$ cat src/rtl/pe_pkg.sv
// Shared types and arithmetic helpers for the weight-stationary PE.
// Sums are evaluated in a fixed extended width wide enough for any
// supported accumulator plus its carry and a sign guard bit.
package pe_pkg;

    typedef enum logic {
        PE_UNSIGNED = 1'b0,
        PE_SIGNED   = 1'b1
    } pe_mode_e;

    localparam int PE_MAX_ACC_W = 64;
    localparam int PE_EXT_W     = PE_MAX_ACC_W + 2;

    typedef logic signed [PE_EXT_W-1:0] pe_ext_t;

    typedef struct packed {
        logic [PE_MAX_ACC_W-1:0] sum;
        logic                    ovf;
    } pe_sat_res_t;

    // Largest representable accumulator value for a given width and mode.
    function automatic pe_ext_t acc_max(input int accw, input pe_mode_e mode);
        pe_ext_t one;
        one = pe_ext_t'(1);
        if (mode == PE_SIGNED) begin
            return (one <<< (accw - 1)) - one;
        end
        return (one <<< accw) - one;
    endfunction

    // Smallest representable accumulator value for a given width and mode.
    function automatic pe_ext_t acc_min(input int accw, input pe_mode_e mode);
        pe_ext_t one;
        one = pe_ext_t'(1);
        if (mode == PE_SIGNED) begin
            return -(one <<< (accw - 1));
        end
        return '0;
    endfunction

    // Add two pre-extended operands, flag a range violation, and either
    // clamp to the bound or keep the wrapped low bits.
    function automatic pe_sat_res_t sat_add(input pe_ext_t a,
                                            input pe_ext_t b,
                                            input pe_ext_t mx,
                                            input pe_ext_t mn,
                                            input logic    saturate);
        pe_sat_res_t res;
        pe_ext_t     s;
        s       = a + b;
        res.ovf = 1'b0;
        res.sum = s[PE_MAX_ACC_W-1:0];
        if (s > mx) begin
            res.ovf = 1'b1;
            if (saturate) res.sum = mx[PE_MAX_ACC_W-1:0];
        end else if (s < mn) begin
            res.ovf = 1'b1;
            if (saturate) res.sum = mn[PE_MAX_ACC_W-1:0];
        end
        return res;
    endfunction

endpackage

$ cat src/rtl/pe_mac_sat.sv
// Combinational multiply-add with optional saturation: sum = in_A*weight + in_B.
// The product is formed at 2*DATAWIDTH bits and widened before the add so
// the carry out of the accumulator range is visible to the overflow check.
module pe_mac_sat #(
    parameter int DATAWIDTH = 8,
    parameter int ACCWIDTH  = 32,
    parameter int SIGNED    = 1,
    parameter int SATURATE  = 1
) (
    input  logic [DATAWIDTH-1:0] i_a,
    input  logic [DATAWIDTH-1:0] i_w,
    input  logic [ACCWIDTH-1:0]  i_b,
    output logic [ACCWIDTH-1:0]  o_sum,
    output logic                 o_ovf
);
    import pe_pkg::*;

    localparam pe_mode_e MODE    = (SIGNED != 0) ? PE_SIGNED : PE_UNSIGNED;
    localparam pe_ext_t  ACC_MAX = acc_max(ACCWIDTH, MODE);
    localparam pe_ext_t  ACC_MIN = acc_min(ACCWIDTH, MODE);
    localparam logic     SAT_EN  = (SATURATE != 0);

    if ((ACCWIDTH < 2 * DATAWIDTH) || (ACCWIDTH > PE_MAX_ACC_W)) begin : g_param_err
        $error("pe_mac_sat: ACCWIDTH must be in [2*DATAWIDTH, 64]");
    end

    pe_ext_t     w_prod_ext;
    pe_ext_t     w_b_ext;
    pe_sat_res_t w_res;
    logic        w_unused_hi;

    if (SIGNED != 0) begin : g_signed
        (* use_dsp = "yes" *) logic signed [2*DATAWIDTH-1:0] w_prod;
        assign w_prod     = $signed(i_a) * $signed(i_w);
        assign w_prod_ext = {{(PE_EXT_W-2*DATAWIDTH){w_prod[2*DATAWIDTH-1]}}, w_prod};
        assign w_b_ext    = {{(PE_EXT_W-ACCWIDTH){i_b[ACCWIDTH-1]}}, i_b};
    end else begin : g_unsigned
        (* use_dsp = "yes" *) logic [2*DATAWIDTH-1:0] w_prod;
        assign w_prod     = i_a * i_w;
        assign w_prod_ext = {{(PE_EXT_W-2*DATAWIDTH){1'b0}}, w_prod};
        assign w_b_ext    = {{(PE_EXT_W-ACCWIDTH){1'b0}}, i_b};
    end

    assign w_res       = sat_add(w_prod_ext, w_b_ext, ACC_MAX, ACC_MIN, SAT_EN);
    assign o_sum       = w_res.sum[ACCWIDTH-1:0];
    assign o_ovf       = w_res.ovf;
    // Upper bits of the fixed-width result are meaningless for narrower accumulators.
    assign w_unused_hi = ^w_res.sum;

endmodule

$ cat src/rtl/pe_ws_dbuf.sv
// Weight-stationary PE with a double-buffered weight: the shadow register
// shifts down the column while the active weight keeps feeding the MAC.
// All outputs are registered; the arithmetic lives in pe_mac_sat.
module pe_ws_dbuf #(
    parameter int DATAWIDTH = 8,
    parameter int ACCWIDTH  = 32,
    parameter int SIGNED    = 1,
    parameter int SATURATE  = 1
) (
    input  logic                 clk,
    input  logic                 rst_n,
    input  logic                 wt_en,
    input  logic [DATAWIDTH-1:0] wt,
    input  logic                 wt_swap,
    input  logic                 valid_in,
    input  logic [DATAWIDTH-1:0] in_A,
    input  logic [ACCWIDTH-1:0]  in_B,
    output logic                 wt_en_out,
    output logic [DATAWIDTH-1:0] wt_out,
    output logic                 valid_out,
    output logic [ACCWIDTH-1:0]  out_D,
    output logic [DATAWIDTH-1:0] out_R,
    output logic                 ovf_out
);
    import pe_pkg::*;

    logic [1:0]           r_rst_sync;
    logic [DATAWIDTH-1:0] r_shadow;
    logic [DATAWIDTH-1:0] r_active;
    logic                 r_wt_en;
    logic [ACCWIDTH-1:0]  r_out_d;
    logic [DATAWIDTH-1:0] r_out_r;
    logic                 r_valid;
    logic                 r_ovf;
    logic                 w_run;
    logic [ACCWIDTH-1:0]  w_sum;
    logic                 w_ovf;

    // Reset asserts immediately but releases only after two clean clock edges.
    always_ff @(posedge clk or negedge rst_n) begin
        if (!rst_n) r_rst_sync <= 2'b00;
        else        r_rst_sync <= {r_rst_sync[0], 1'b1};
    end

    assign w_run = r_rst_sync[1];

    // Shadow loads from the chain; swap copies the pre-edge shadow into active.
    always_ff @(posedge clk or negedge rst_n) begin
        if (!rst_n) begin
            r_shadow <= '0;
            r_active <= '0;
            r_wt_en  <= 1'b0;
        end else if (!w_run) begin
            r_shadow <= '0;
            r_active <= '0;
            r_wt_en  <= 1'b0;
        end else begin
            if (wt_en)   r_shadow <= wt;
            if (wt_swap) r_active <= r_shadow;
            r_wt_en <= wt_en;
        end
    end

    pe_mac_sat #(
        .DATAWIDTH (DATAWIDTH),
        .ACCWIDTH  (ACCWIDTH),
        .SIGNED    (SIGNED),
        .SATURATE  (SATURATE)
    ) u_mac (
        .i_a   (in_A),
        .i_w   (r_active),
        .i_b   (in_B),
        .o_sum (w_sum),
        .o_ovf (w_ovf)
    );

    // Capture the MAC result on valid; data holds across gaps, flags drop.
    always_ff @(posedge clk or negedge rst_n) begin
        if (!rst_n) begin
            r_out_d <= '0;
            r_out_r <= '0;
            r_valid <= 1'b0;
            r_ovf   <= 1'b0;
        end else if (!w_run) begin
            r_out_d <= '0;
            r_out_r <= '0;
            r_valid <= 1'b0;
            r_ovf   <= 1'b0;
        end else if (valid_in) begin
            r_out_d <= w_sum;
            r_out_r <= in_A;
            r_valid <= 1'b1;
            r_ovf   <= w_ovf;
        end else begin
            r_valid <= 1'b0;
            r_ovf   <= 1'b0;
        end
    end

    assign wt_en_out = r_wt_en;
    assign wt_out    = r_shadow;
    assign valid_out = r_valid;
    assign out_D     = r_out_d;
    assign out_R     = r_out_r;
    assign ovf_out   = r_ovf;

endmodule
$ cat config.mk
export PLATFORM = sky130hd
export DESIGN_NAME = pe_ws_dbuf
export DESIGN_NICKNAME = d
export VERILOG_FILES = /design/src/rtl/pe_pkg.sv /design/src/rtl/pe_mac_sat.sv /design/src/rtl/pe_ws_dbuf.sv
export SDC_FILE = /design/constraint.sdc
export NUM_CORES = 1
export LEC_CHECK = 0
export ABC_AREA = 1
export ABC_CLOCK_PERIOD_IN_PS = 5100
export BUFFER_PORTS_ARGS = -buffer_cell sky130_fd_sc_hd__buf_4
export CAP_MARGIN = 20
export CELL_PAD_IN_SITES_DETAIL_PLACEMENT = 1
export CELL_PAD_IN_SITES_GLOBAL_PLACEMENT = 1
export CORE_MARGIN = 2
export CORE_UTILIZATION = 41
export DETAILED_ROUTE_END_ITERATION = 8
export GPL_ROUTABILITY_DRIVEN = 0
export GPL_TIMING_DRIVEN = 0
export PLACE_DENSITY = 0.89
export SETUP_SLACK_MARGIN = 0.02
export SKIP_LAST_GASP = 1
export SYNTH_ARGS = -nofsm -noshare
export SYNTH_HDL_FRONTEND = slang
export SYNTH_SLANG_ARGS = --single-unit
$ cat constraint.sdc
create_clock -name clk -period 5.1 [get_ports clk]
set_input_delay 1.02 -clock clk [delete_from_list [all_inputs] [get_ports clk]]
set_output_delay 1.02 -clock clk [all_outputs]
set_load 0.01 [all_outputs]
== Word level (Yosys, flattened, before mapping) ==
Cells that the tools add are included.

* Bits in registers: 61
* Bits of input ports: 53
* Output and inout bits: 51
* Logic and storage cells: 30

* $add $sub $neg: 1
* $mul: 1
* $lt $le $gt $ge: 2
* Eq/ne operators: 3
* Multiplexer cells: 15

{| class="wikitable"
|+ Operator list
! cell !! count
|-
| 2-to-1 mux 33 bit || 2
|-
| 2-to-1 mux 32 bit || 2
|-
| 2-to-1 mux 8 bit || 6
|-
| adder 16 x 32 -> 33 bit || 1
|-
| greater-than comparator 33 x 32 -> 1 bit (second input constant) || 1
|-
| < comparator 33 x 32 -> 1 bit (second input constant) || 1
|-
| multiplier 8 x 8 -> 16 bit || 1
|-
| != test 2 bit (second input constant) || 3
|-
| 2-to-1 mux 1 bit || 5
|}

== Logic depth before layout (Yosys ltp) ==
Gate-level depths: netlist of run 1.

* Depth after elaboration: 7
* Gate-level depth with buffers: 26

== Cells and area by module ==
Synthesis of run 1 repeated with hierarchy kept, for this count alone.

* Cells, all modules: 1123
* Area total of the unflattened synthesis: 9272.6 µm²

{| class="wikitable"
|+ Modules (own cells, without submodules)
! module !! instances !! cells each !! area each (µm²) !! sequential area each (µm²)
|-
| pe_mac_sat || 1 || 860 || 6522.5 || 0.0
|-
| pe_ws_dbuf || 1 || 263 || 2750.1 || 1526.5
|}

== Worst setup path before layout of run 1 ==
OpenSTA, ideal clock, no wires.

* Kind: input to register
* Start: input in_A[7]
* End: register r_out_d[0] (netlist: out_D[0])
* Setup time: 0.116 ns
* Arrival: 6.138 ns
* Setup slack: -1.155 ns
* Stages on the path: 24
* Buffers on the path: 2
* Cells stage by stage: clkbuf_1 -> nand2_1 -> inv_1 -> fa_1 -> fa_1 -> fa_1 -> fa_1 -> ha_1 -> ha_1 -> nand2_1 -> inv_1 -> nand2_1 -> nand2_1 -> nand2_1 -> nand2_1 -> a21oi_2 -> nand2_1 -> nand2_2 -> nand2_4 -> nor2_2 -> nor2_2 -> buf_4 -> nand2_1 -> nand2_1

* Cells in the longest elaborated chain, start to end: 7
* Elaborated cells on any way between the ends: 8

{| class="wikitable"
|+ RTL lines
! item !! RTL line !! source
|-
| start, declared || pe_ws_dbuf.sv:16 || <nowiki>input logic [DATAWIDTH-1:0] in_A,</nowiki>
|-
| multiplier 8 x 8 -> 16 bit * || pe_mac_sat.sv:34 || <nowiki>assign w_prod = $signed(i_a) * $signed(i_w);</nowiki>
|-
| adder 16 x 32 -> 33 bit * || pe_pkg.sv:50 || <nowiki>s = a + b;</nowiki>
|-
| < comparator 33 x 32 -> 1 bit || pe_pkg.sv:56 || <nowiki>end else if (s < mn) begin</nowiki>
|-
| 2-to-1 mux 33 bit || pe_pkg.sv:56 ||
|-
| 2-to-1 mux 33 bit * || pe_pkg.sv:53 || <nowiki>if (s > mx) begin</nowiki>
|-
| 2-to-1 mux 32 bit * || pe_ws_dbuf.sv:89 || <nowiki>end else if (valid_in) begin</nowiki>
|-
| 2-to-1 mux 32 bit * || pe_ws_dbuf.sv:84 || <nowiki>end else if (!w_run) begin</nowiki>
|-
| end signal, assigned || pe_ws_dbuf.sv:90 || <nowiki>r_out_d <= w_sum;</nowiki>
|-
| end, declared || pe_ws_dbuf.sv:31 || <nowiki>logic [ACCWIDTH-1:0] r_out_d;</nowiki>
|}

Every way passes the cells marked *; elsewhere a longest branch is shown, timed or not. The select of a mux whose other input is x is not followed.
A chain may end at the register's enable or synchronous reset.

== Final worst setup path of run 1 ==
* Start: input in_A[7]
* End: register r_out_d[13] (netlist: out_D[13])

Same word-level chain as after synthesis.

==> results of run 1 <==
==> area by class of cell <==
class / count / area share [%]
repair inverters: 1 / 0.06471
inverters: 226 / 7.474
repair buffers: 139 / 10.41
clock inverters: 4 / 0.8197
flip-flops and latches: 61 / 13.16
clock buffers: 12 / 2.125
multi-input cells: 751 / 61.23
well taps: 275 / 2.966
plain buffers: 25 / 1.758
==> final timing paths <==
kind                                    start            end  slack, ns
worst max-delay path                  in_A[7]      out_D[13]      -0.60
worst min-delay path            r_rst_sync[0]  r_rst_sync[1]       0.36
worst max register to register    r_active[2]      out_D[13]      -0.55
worst min register to register  r_rst_sync[0]  r_rst_sync[1]       0.36
max in group asynchronous               rst_n      out_D[11]       3.80
min in group asynchronous               rst_n      wt_out[3]       0.78
==> routing by layer <==
metal  global-route usage [%]  share of wire [%]
met1                    29.69                 35
met2                    51.30                 53
met3                    3.659                5.2
met4                    10.75                6.5
met5                        0                  0
==> power groups by stage <==
stage	Sequential, mW	Combinational, mW	Clock (mW)
after floorplan	0.686	1.17	0
after global placement	0.659	1.73	0
after detailed placement	0.658	1.84	0
after CTS	0.657	1.97	0.722
after global routing	0.678	2.54	0.749
final	0.673	2.39	0.725
==> worst max-delay path, cell delays in order <==
cell and delay (ns):
clkbuf_16 0.14, nand2_4 0.07, clkinvlp_4 0.15, buf_4 0.17, buf_6 0.13, fa_1 0.50
fa_1 0.57, fa_1 0.49, fa_1 0.66, ha_4 0.25, ha_4 0.29, nand2_1 0.11
inv_1 0.10, nand2_1 0.08, nand2_1 0.07, nand2_1 0.09, nand3_4 0.14, nand2_4 0.07
nand2_2 0.07, nand2_2 0.07, nand2_4 0.12, nand3_4 0.18, clkbuf_16 0.22, nand2_1 0.07
inv_1 0.04, nand2_1 0.08
==> placed cells by master, fill, tap and decap left out, types with 6 or more instances in the layout <==
cell        synthesis  final
a21oi_1            21     13
a21oi_2             5      9
a22o_1              7      7
buf_4               1    123
buf_6               2     10
clkbuf_1           23     12
clkbuf_16           0     15
clkinvlp_4          0      6
dfrtp_1            61     61
fa_1              140    135
ha_1               72     27
ha_4                0     44
inv_1             222    198
inv_2               3     22
nand2_1           307    267
nand2_2            19     48
nand2_4             1     10
nand3_1            46     42
nand4_1             8      8
nor2_1             46     40
nor2_2              9      7
nor2_4              0      8
o21ai_0            23     22
o21bai_1            7      7
xnor2_1             7      7
xor2_1             18     18
==> cells by family after synthesis <==
kind of cell | Yosys count | share of synthesized area (%)
fa+ha+maj | 212 | 42.47
simple gates | 446 | 21.54
flops | 61 | 17.50
other cells | 1 | 0.04300
xor+xnor | 25 | 2.511
compound gates | 67 | 4.677
buf+inv | 256 | 11.26
==> stage by stage <==
step | worst slack, ns | hold slack [ns] | cells | cell area (sq um) | power [mW]
global placement | -1.300 | 0.3317 | 1437 | 10150 | 2.387
finish | -0.6039 | 0.3570 | 1494 | 11600 | 3.793
floorplan | -0.7221 | 0.3312 | 1068 | 9096 | 1.859
CTS | -0.3632 | 0.3561 | 1470 | 10880 | 3.351
global route | -0.7264 | 0.3711 | 1494 | 11600 | 3.963
detailed placement | -1.520 | 0.3440 | 1438 | 10170 | 2.500
==> state kept, by name, summed over array words and instances (netlist names) <==
signal,count
out_D,32
out_R,8
r_active,8
wt_out,8
r_rst_sync,2
ovf_out,1
valid_out,1
wt_en_out,1
==> timing repair <==
item,CTS,global route
gates resized for setup,45,116
buffers inserted,17,19
gates cloned,1,8
setup endpoints to repair,33,33
pin swaps,14,54
==> metrics.md, run 1 <==
| Metric | Value |
|---|---|
| Sequential element share of the synthesized area | 17.50% |
| Worst min-delay path class | register to register |
| Estimated wirelength of the detail-placed design | 21720 microns |
| Post-DR wirelength/cell | 23.67 microns |
| Area of combinational cells with multiple inputs | 7103 sq um |
| Worst vdd rail ir drop | 0.1774 mV |
| Later-pin clock latency in the skew report | 0.34 ns |
| First-pass detailed-route iteration total | 5 |
| Core footprint | 20960 sq um |
| Layout cells sized above 1 | 28.06% |
| Number of synthesized flops with an enable pin | 0 |
| CTS Buf Count | 9 |
| Floorplan die height | 149.8 microns |
| Area share of the largest cell type after synthesis | 32.14% |
| Post-synth design cell area | 8721 sq um |
| Sequential power share | 17.8% |
| Number of vias per cell | 5.544 |
| Vias in the first global route | 8892 |
| GRT Total Usage | 26.82% |
| Smallest setup slack after layout | -0.6039 ns |
| Cell-internal power | 2.065 mW |
| CP Capture Type | register |
| Utilization after layout | 55.36% |
| Hold path cells | 0 |
| Top cell type by total area after synthesis | fa_1 |
| Comb pwr share | 63.1% |
| Clock root buffer | clkbuf_16 |
| Count of hold buffers inserted by post-cts repair | 0 |
| Area added between synthesis and finish | 33.03% |
| Count leader, synth | nand2_1 |
| Unique cell type count in the Yosys netlist | 34 |
| Total negative setup slack | -17.29 ns |
| Depth of the most critical reg-to-reg path | 24 |
| Register clock-pin slew on the reported worst setup and hold paths | 0.05 ns |
| H-tree depth | 3 |
| CP required | 5.37 ns |
| Maximum number of pins on one net before global-route repair | 62 |
| Buffers on Ports | 94 |
| Avg Cell Area, Syn | 8.166 sq um |
| Initial standard-cell utilization of the core | 41.62% |
| Syn Nets | 1333 |
| Remaining max-slew budget at the tightest pin | 46.79% |
| Remaining global-route overflow | 0 |
| First-pass GRT wire length | 46130 microns |
| Net Sw Frac | 45.54% |
| Initial antenna violation count | 0 |
| Deepest clock path buffer count | 2 |
| Count of inserted antenna diode cells | 0 |
| Total number of nets in the final design | 1479 |
| Area used by sequential logic in the layout | 1526 sq um |
| Count of final hold-check violations | 0 |
| Dominant cells by area after synthesis | fa_1 (32%), dfrtp_1 (18%), nand2_1 (13%) |
| Die Outline Area | 22450 sq um |
| Power per standard cell area | 326.9 nW/um^2 |
| Max Freq | 0.1753 GHz |
| Final Critical Period | 5.704 ns |
| Cells after synthesis | 1068 |
| I/O pin count | 104 |
| Warnings from Yosys | 0 |
| Cell Rows | 53 |
| Max-cap check violation count | 0 |
| Failing checks | negative setup slack |
| Count of clock tree sinks | 61 |
| Setup crit start kind | input pin |
| Total of fill cells in the finished design | 2439 |
| Residual antenna-violating net count after detailed routing | 0 |
| Async S/R FF share, synth | 100.0% |
| Highest net fanout along the worst path | 8 |
| Most used standard cells in the synthesized netlist | nand2_1 (307), inv_1 (222), fa_1 (140) |
| DRC violation count after routing | 0 |
| Post-route fraction of the period consumed by the critical path | 111.8% |
| Worst slew pin tran | 0.7981 ns |
| Category of the most critical setup path | input pin to register |
| 1st-iter DRT viols | 525 |
| RSZ-0062 raised after global routing | true |
| CTS tree | done |
| Top flip-flop cell by instance count after synthesis | dfrtp_1 |
| Run status | complete, but fails checks |
| Net switching power figure | 1.727 mW |
| Post-synthesis register bit count | 61 |
| Signal arrival time at the worst endpoint | 5.97 ns |
| Sum of routed wire length over all layers | 35360 microns |
| Max Slew Vio Count | 0 |
| Final Skew | 0.01233 ns |
| Horizontal die dimension | 149.8 microns |
| Via count of the routed design | 8282 |
| Setup violators final | 33 |
| Clock group share of total power | 19.1% |
| Standby leakage power | 6.288 nW |
(Power assumes the default switching activity.)
==> run 2, diff against run 1 <==
- CAP_MARGIN: 20 -> unset
- REMOVE_ABC_BUFFERS: unset -> 1
==> run 2 against run 1 <==
Combinational power is 16% higher. Final cell count is 0.60% higher. Critical path type unchanged. Sequential share of layout area decreased by 0.34 points. Critical endpoint is now out_D[4]. Largest cell class unchanged. Hold slack worse by 0.0031 ns. Sequential power is 0.7% lower. Worst setup slack worse by 0.12 ns. Wire length up 21%. Global-route usage increased by 6.5 points. Utilization grew 1.5 points. Total power increased by 9.0%. The run still ends with negative setup slack left. Die area stayed put. Clock power down 4.0%.
==> metrics.md, run 2 (synthesized netlist as in run 1, its figures left out) <==
| Metric | Value |
|---|---|
| Run status | complete, but fails checks |
| Failing checks | negative setup slack |
| Vias in the first global route | 9902 (+11%) |
| Area added between synthesis and finish | 36.60% |
| Largest register FFs | 32 (unchanged) |
| Critical Path Max Stage Delay | 0.65 ns (about the same) |
| Layout cells sized above 1 | 32.33% (+4.3 points) |
| Highest net fanout along the worst path | 7 (-1) |
| CP required | 5.32 ns (-0.05 ns) |
| Setup violators final | 33 (unchanged) |
| Setup crit start kind | input pin |
| Count of hold buffers inserted by post-cts repair | 0 (unchanged) |
| Floorplan die height | 149.8 microns (unchanged) |
| Final Critical Period | 5.825 ns (+0.1212 ns) |
| I/O pin count | 104 (unchanged) |
| GRT Total Usage | 33.31% (+6.5 points) |
| Post-DR wirelength/cell | 28.43 microns (+20%) |
| Category of cells accounting for the largest share of critical-path delay | adder cells |
| Final Skew | 0.008976 ns (-0.003357 ns) |
| Post-route fraction of the period consumed by the critical path | 114.2% (+2.4 points) |
| Maximum number of pins on one net before global-route repair | 62 (unchanged) |
| Cell Rows | 53 (unchanged) |
| Count of clock tree sinks | 61 (unchanged) |
| First-pass GRT wire length | 56190 microns (+22%) |
| CTS tree | done |
| Clock root buffer | clkbuf_16 |
| H-tree depth | 3 (unchanged) |
| Max-cap check violation count | 0 (unchanged) |
| Count of inserted antenna diode cells | 0 (unchanged) |
| Buffers on Ports | 103 (+9.6%) |
| Worst Min Path Start | r_rst_sync[0] |
| Later-pin clock latency in the skew report | 0.35 ns (about the same) |
| Via count of the routed design | 9027 (+9.0%) |
| Smallest setup slack after layout | -0.7252 ns (-0.1212 ns) |
| Startpoint of the worst register-to-register path | r_active[7] |
| RSZ-0062 raised after global routing | true |
| CP Capture Type | register |
| Residual antenna-violating net count after detailed routing | 0 (unchanged) |
| Highest-count cells in the layout ignoring fill and taps | nand2_1 (252), inv_1 (206), buf_4 (154) |
| Commonest non-fill, non-tap cell in the layout | nand2_1 |
| Number of cells in the design after placement | 1416 (-1.5%) |
| CTS Buf Count | 9 (unchanged) |
| Most used cell, CP | nand2_1 |
| Critical path origin | in_A[7] |
| Total number of nets in the final design | 1488 (+0.61%) |
| First-pass detailed-route iteration total | 5 (unchanged) |
| Final instance count without filler cells | 1503 (+0.60%) |
| Horizontal die dimension | 149.8 microns (unchanged) |
| Worst min-delay path class | register to register |
| Die Outline Area | 22450 sq um (unchanged) |
| Register clock-pin slew on the reported worst setup and hold paths | 0.06 ns (about the same) |
| Max Freq | 0.1717 GHz (-2.1%) |
| Count of final hold-check violations | 0 (unchanged) |
| Initial antenna violation count | 0 (unchanged) |
| Worst slack, placed | -2.174 ns (-0.6533 ns) |
| Core footprint | 20960 sq um (unchanged) |
| Signal arrival time at the worst endpoint | 6.05 ns (+0.08 ns) |
| Deepest clock path buffer count | 2 (unchanged) |
| Worst slew pin tran | 0.9762 ns (+0.1781 ns) |
| Initial standard-cell utilization of the core | 41.62% (unchanged) |
| Sum of routed wire length over all layers | 42730 microns (+21%) |
| Crit. path cell count | 24 (-7.7%) |
| Max Slew Vio Count | 0 (unchanged) |
| Hold path cells | 0 (unchanged) |
| Buffers and inverters on the worst path | 3 (-4) |
| Remaining max-slew budget at the tightest pin | 34.77% (-12 points) |
| DRC violation count after routing | 0 (unchanged) |
| Number of vias per cell | 6.006 (+8.3%) |
| 1st-iter DRT viols | 715 (+36%) |
| Worst vdd rail ir drop | 0.2014 mV (+14%) |
| Depth of the most critical reg-to-reg path | 25 (+4.2%) |
| Estimated wirelength of the detail-placed design | 20260 microns (-6.7%) |
| Crit-path cells | buf_12 > nand2_4 > fa_2 > fa_2 > clkinvlp_4 > buf_4 > fa_1 > fa_1 > ha_1 > ha_4 > nand2_1 > nand2_1 > nand2_1 > nand2_1 > nand2_1 > nand2_1 > a21oi_4 > nand2_2 > nand2_4 > nand2_8 > nor2_4 > nor2_4 > nand2_1 > nand2_1 |
| Master of the slowest instance on the critical path | fa_2 |
| Standby leakage power | 6.404 nW (+1.8%) |
| Category of the most critical setup path | input pin to register |
| Remaining global-route overflow | 0 (unchanged) |
| Power per standard cell area | 346.9 nW/um^2 (+6.1%) |
run 2: changes by cell type in the layout (fill, tap and decap cells not counted), sizes merged:
| cell | before | now |
|---|---|---|
| nand3 | 50 | 56 |
| buf | 141 | 166 |
| clkbuf | 35 | 10 |
| clkinv | 2 | 5 |
| bufinv | 3 | 2 |
| nor2 | 55 | 56 |
run 2: where the power goes:
| part | total (mW) | switching, mW | internal (mW) |
|---|---|---|---|
| sequential | 0.668 | 0.0858 | 0.583 |
| combinational | 2.77 | 1.70 | 1.07 |
| clock | 0.696 | 0.256 | 0.440 |
run 2: layer usage:
layer / share of wire (%) / GRT usage [%] / wire (microns)
met5: 0 / 0 / 0
met4: 10 / 22.31 / 4438
met3: 8.6 / 5.976 / 3676
met2: 48 / 59.77 / 20650
met1: 33 / 35.61 / 13970
run 2: timing repair:
item | CTS | global route
endpoints found under the setup margin | 33 | 33
buffers inserted | 50 | 10
gates cloned | 10 | 0
gates resized for setup | 167 | 79
pin swaps | 76 | 53
run 2: stage by stage:
stage | setup TNS [ns] | hold WS (ns) | utilization, % | instance area [sq um] | power, mW
after global routing | -24.18 | 0.3754 | 56.85 | 11910 | 4.257
after detailed placement | -64.87 | 0.3397 | 46.35 | 9712 | 2.268
after global placement | -65.64 | 0.3330 | 46.31 | 9704 | 2.178
after floorplan | -32.02 | 0.3312 | - | 8587 | 1.668
final | -21.63 | 0.3539 | 56.85 | 11910 | 4.132
after CTS | -8.118 | 0.3605 | 54.73 | 11470 | 3.514
run 2: final cells by class:
cell class	count	area [sq um]
flip-flops and latches	61	1526
fillers	2413	9042
repair inverters	1	7.507
repair buffers	166	1398
multi-input cells	758	7436
clock buffers	10	239.0
clock inverters	6	86.33
inverters	226	875.8
well taps	275	344.1
run 2: path summary, 6_finish.rpt:
check,end,slack (ns)
worst max register to register,out_D[4],-0.65
max in group asynchronous,out_D[23],3.78
min in group asynchronous,r_active[5],0.76
worst min register to register,r_rst_sync[1],0.35
worst max-delay path,out_D[4],-0.73
worst min-delay path,r_rst_sync[1],0.35
==> run 3, diff against run 2 <==
--- a/config.mk
+++ b/config.mk
@@ -12,3 +12,3 @@
 export CELL_PAD_IN_SITES_GLOBAL_PLACEMENT = 1
-export CORE_MARGIN = 2
+export CORE_MARGIN = 8
 export CORE_UTILIZATION = 41
--- a/constraint.sdc
+++ b/constraint.sdc
@@ -3,2 +3,2 @@
 set_output_delay 1.02 -clock clk [all_outputs]
-set_load 0.01 [all_outputs]
+set_load 0.005 [all_outputs]
==> run 3 against run 2 <==
Non-clock buffer count down 16. Clock power down 8.9%. Clock skew up 0.0028 ns. Sequential cell count unchanged. Combinational power down 9.4%. Critical path type unchanged. Register-to-register slack better by 0.09 ns. Maximum frequency up 2.0%. Critical path depth down 2. The run still ends with negative setup slack left. Global-route usage down 7.8 points. Final cell count down 1.1%. Sequential power about the same. Hold slack worse by 0.0021 ns.
==> metrics.md, run 3 (synthesized netlist as in run 1, its figures left out) <==
| Metric | Value |
|---|---|
| Standby leakage power | 6.281 nW (-1.9%) |
| CTS Buf Count | 9 (unchanged) |
| DRC violation count after routing | 0 (unchanged) |
| Setup crit start kind | input pin |
| Signal arrival time at the worst endpoint | 5.98 ns (-0.07 ns) |
| H-tree depth | 3 (unchanged) |
| Register clock-pin slew on the reported worst setup and hold paths | 0.05 ns (about the same) |
| Buffers on Ports | 103 (unchanged) |
| Final instance count without filler cells | 1487 (-1.1%) |
| Clock root buffer | clkbuf_16 |
| Sum of routed wire length over all layers | 37330 microns (-13%) |
| Worst min-delay path class | register to register |
| RSZ-0062 raised after global routing | true |
| Power per standard cell area | 327.2 nW/um^2 (-5.7%) |
| Hold path cells | 0 (unchanged) |
| End of the worst register-to-register path | out_D[6] |
| Post-route worst hold slack | 0.3518 ns (-0.002090 ns) |
| Commonest non-fill, non-tap cell in the layout | nand2_1 |
| GRT Total Usage | 25.47% (-7.8 points) |
| Max-cap check violation count | 0 (unchanged) |
| Smallest setup slack after layout | -0.6122 ns (+0.1130 ns) |
| Area added between synthesis and finish | 33.67% |
| 1st-iter DRT viols | 502 (-30%) |
| CP Capture Type | register |
| First-pass GRT wire length | 51720 microns (-8.0%) |
| Count of hold buffers inserted by post-cts repair | 0 (unchanged) |
| Total of fill cells in the finished design | 2445 (+1.3%) |
| Final Skew | 0.01176 ns (+0.002784 ns) |
| Highest routed layer | met4 |
| Total number of nets in the final design | 1473 (-1.0%) |
| CTS tree | done |
| Worst slew pin tran | 1.364 ns (+0.3881 ns) |
| Remaining global-route overflow | 0 (unchanged) |
| Worst Min Path Start | r_rst_sync[0] |
| Max Freq | 0.1751 GHz (+2.0%) |
| Count of inserted antenna diode cells | 0 (unchanged) |
| Layout cells sized above 1 | 29.70% (-2.6 points) |
| Final Critical Period | 5.712 ns (-0.1130 ns) |
| Utilization after layout | 55.63% (-1.2 points) |
| Count of final hold-check violations | 0 (unchanged) |
| Setup violators final | 33 (unchanged) |
| Post-DR wirelength/cell | 25.11 microns (-12%) |
| Routed length on met1 | 12290 microns (-12%) |
| Vias in the first global route | 9504 (-4.0%) |
| Worst slack, placed | -2.113 ns (+0.06027 ns) |
| First-pass detailed-route iteration total | 5 (unchanged) |
| Die Outline Area | 26190 sq um (+17%) |
| Worst hold endpoint | r_rst_sync[1] |
| Via count of the routed design | 8459 (-6.3%) |
| Estimated wirelength of the detail-placed design | 20690 microns (+2.1%) |
| Residual antenna-violating net count after detailed routing | 0 (unchanged) |
| Core footprint | 20960 sq um (unchanged) |
| Worst vdd rail ir drop | 0.2294 mV (+14%) |
| Maximum number of pins on one net before global-route repair | 62 (unchanged) |
| Category of the most critical setup path | input pin to register |
| Horizontal die dimension | 161.8 microns (+8.0%) |
| Startpoint of the worst register-to-register path | r_active[7] |
| Cell Rows | 53 (unchanged) |
| Initial standard-cell utilization of the core | 41.62% (unchanged) |
| Deepest clock path buffer count | 2 (unchanged) |
| I/O pin count | 104 (unchanged) |
| Failing checks | negative setup slack |
| Remaining max-slew budget at the tightest pin | 8.485% (-26 points) |
| Highest-count cells in the layout ignoring fill and taps | nand2_1 (252), inv_1 (208), buf_4 (141) |
| CP required | 5.37 ns (+0.05 ns) |
| Later-pin clock latency in the skew report | 0.34 ns (about the same) |
| Number of cells in the design after placement | 1416 (unchanged) |
| Met2 routed wirelength | 19510 microns (-5.5%) |
| Max Slew Vio Count | 0 (unchanged) |
| Run status | complete, but fails checks |
| Sum of met3 wire segment lengths after detailed routing | 2509 microns (-32%) |
| Largest register FFs | 32 (unchanged) |
| Post-route fraction of the period consumed by the critical path | 112.0% (-2.2 points) |
| Count of clock tree sinks | 61 (unchanged) |
| Setup slack on the worst flop-to-flop path | -0.56 ns (+0.09 ns) |
| Initial antenna violation count | 0 (unchanged) |
| Highest net fanout along the worst path | 11 (+4) |
| Number of vias per cell | 5.689 (-5.3%) |
| Depth of the most critical reg-to-reg path | 20 (-20%) |
| Floorplan die height | 161.8 microns (+8.0%) |
run 3: cell types whose count changed in the layout (fill, tap and decap cells not counted), moves of 5 or more:
cell     previous run  this run
a21oi_1             9        14
fa_2               16         6
buf_4             154       141
fa_1              124       134
run 3: how the worst max path moves through the flow:
stage | to | slack, ns | cells after the start | from
3_3_place_gp | out_D[9] | -2.18 | 19 | in_A[7]
6_report | out_D[6] | -0.61 | 22 | in_A[7]
4_1_cts | out_D[16] | -0.26 | 24 | in_A[7]
2_1_floorplan | out_D[10] | -1.04 | 20 | in_A[7]
5_1_grt | out_D[6] | -0.74 | 22 | in_A[7]
3_5_place_dp | out_D[9] | -2.11 | 19 | in_A[7]
run 3: metrics by stage:
step                      area [sq um]  power, mW  TNS, ns
final                            11660      3.814   -17.79
after detailed placement          9712      2.226   -64.23
after global placement            9704      2.147   -65.51
after global routing             11660      3.983   -21.03
after floorplan                   8587      1.631   -32.02
after CTS                        11210      3.338   -7.120
run 3: cell type report:
class	instances	area (sq um)	share of cell area, %
multi-input cells	758	7372	63.24
flip-flops and latches	61	1526	13.09
repair buffers	150	1220	10.46
inverters	226	875.8	7.513
well taps	275	344.1	2.952
clock buffers	11	252.7	2.168
clock inverters	4	47.55	0.4079
repair inverters	2	18.77	0.1610
run 3: worst max-delay path: stages:
cell and delay (ns):
buf_12 0.13, nand2_8 0.09, clkinvlp_4 0.12, buf_12 0.17, fa_1 0.49, inv_1 0.06
fa_1 0.54, inv_1 0.06, fa_1 0.49, fa_1 0.65, ha_4 0.25, ha_4 0.26
a21o_1 0.28, a21oi_2 0.21, nand3_2 0.15, nand2_2 0.17, nand3_2 0.15, nand2_8 0.18
nor2_4 0.07, nor2_4 0.21, nand2_1 0.12, nand2_1 0.08
run 3: per-layer routing:
metal  global-route usage (%)  vias to the layer above
li1                         -                     3483
met5                        0                        -
met4                    14.81                        0
met3                    5.391                      231
met1                    25.93                     4274
met2                    47.26                      471
run 3: where the power goes:
group	switching, mW	internal, mW	total, mW	leakage, nW
combinational	1.48	1.03	2.51	5.32
sequential	0.0831	0.583	0.666	0.809
clock	0.233	0.400	0.634	0.147
run 3: timing repair:
action                                  CTS  global route
endpoints found under the setup margin   33            33
pin swaps                                60            64
gates cloned                              9             1
setup buffers                            35            11
gates resized for setup                 141            80
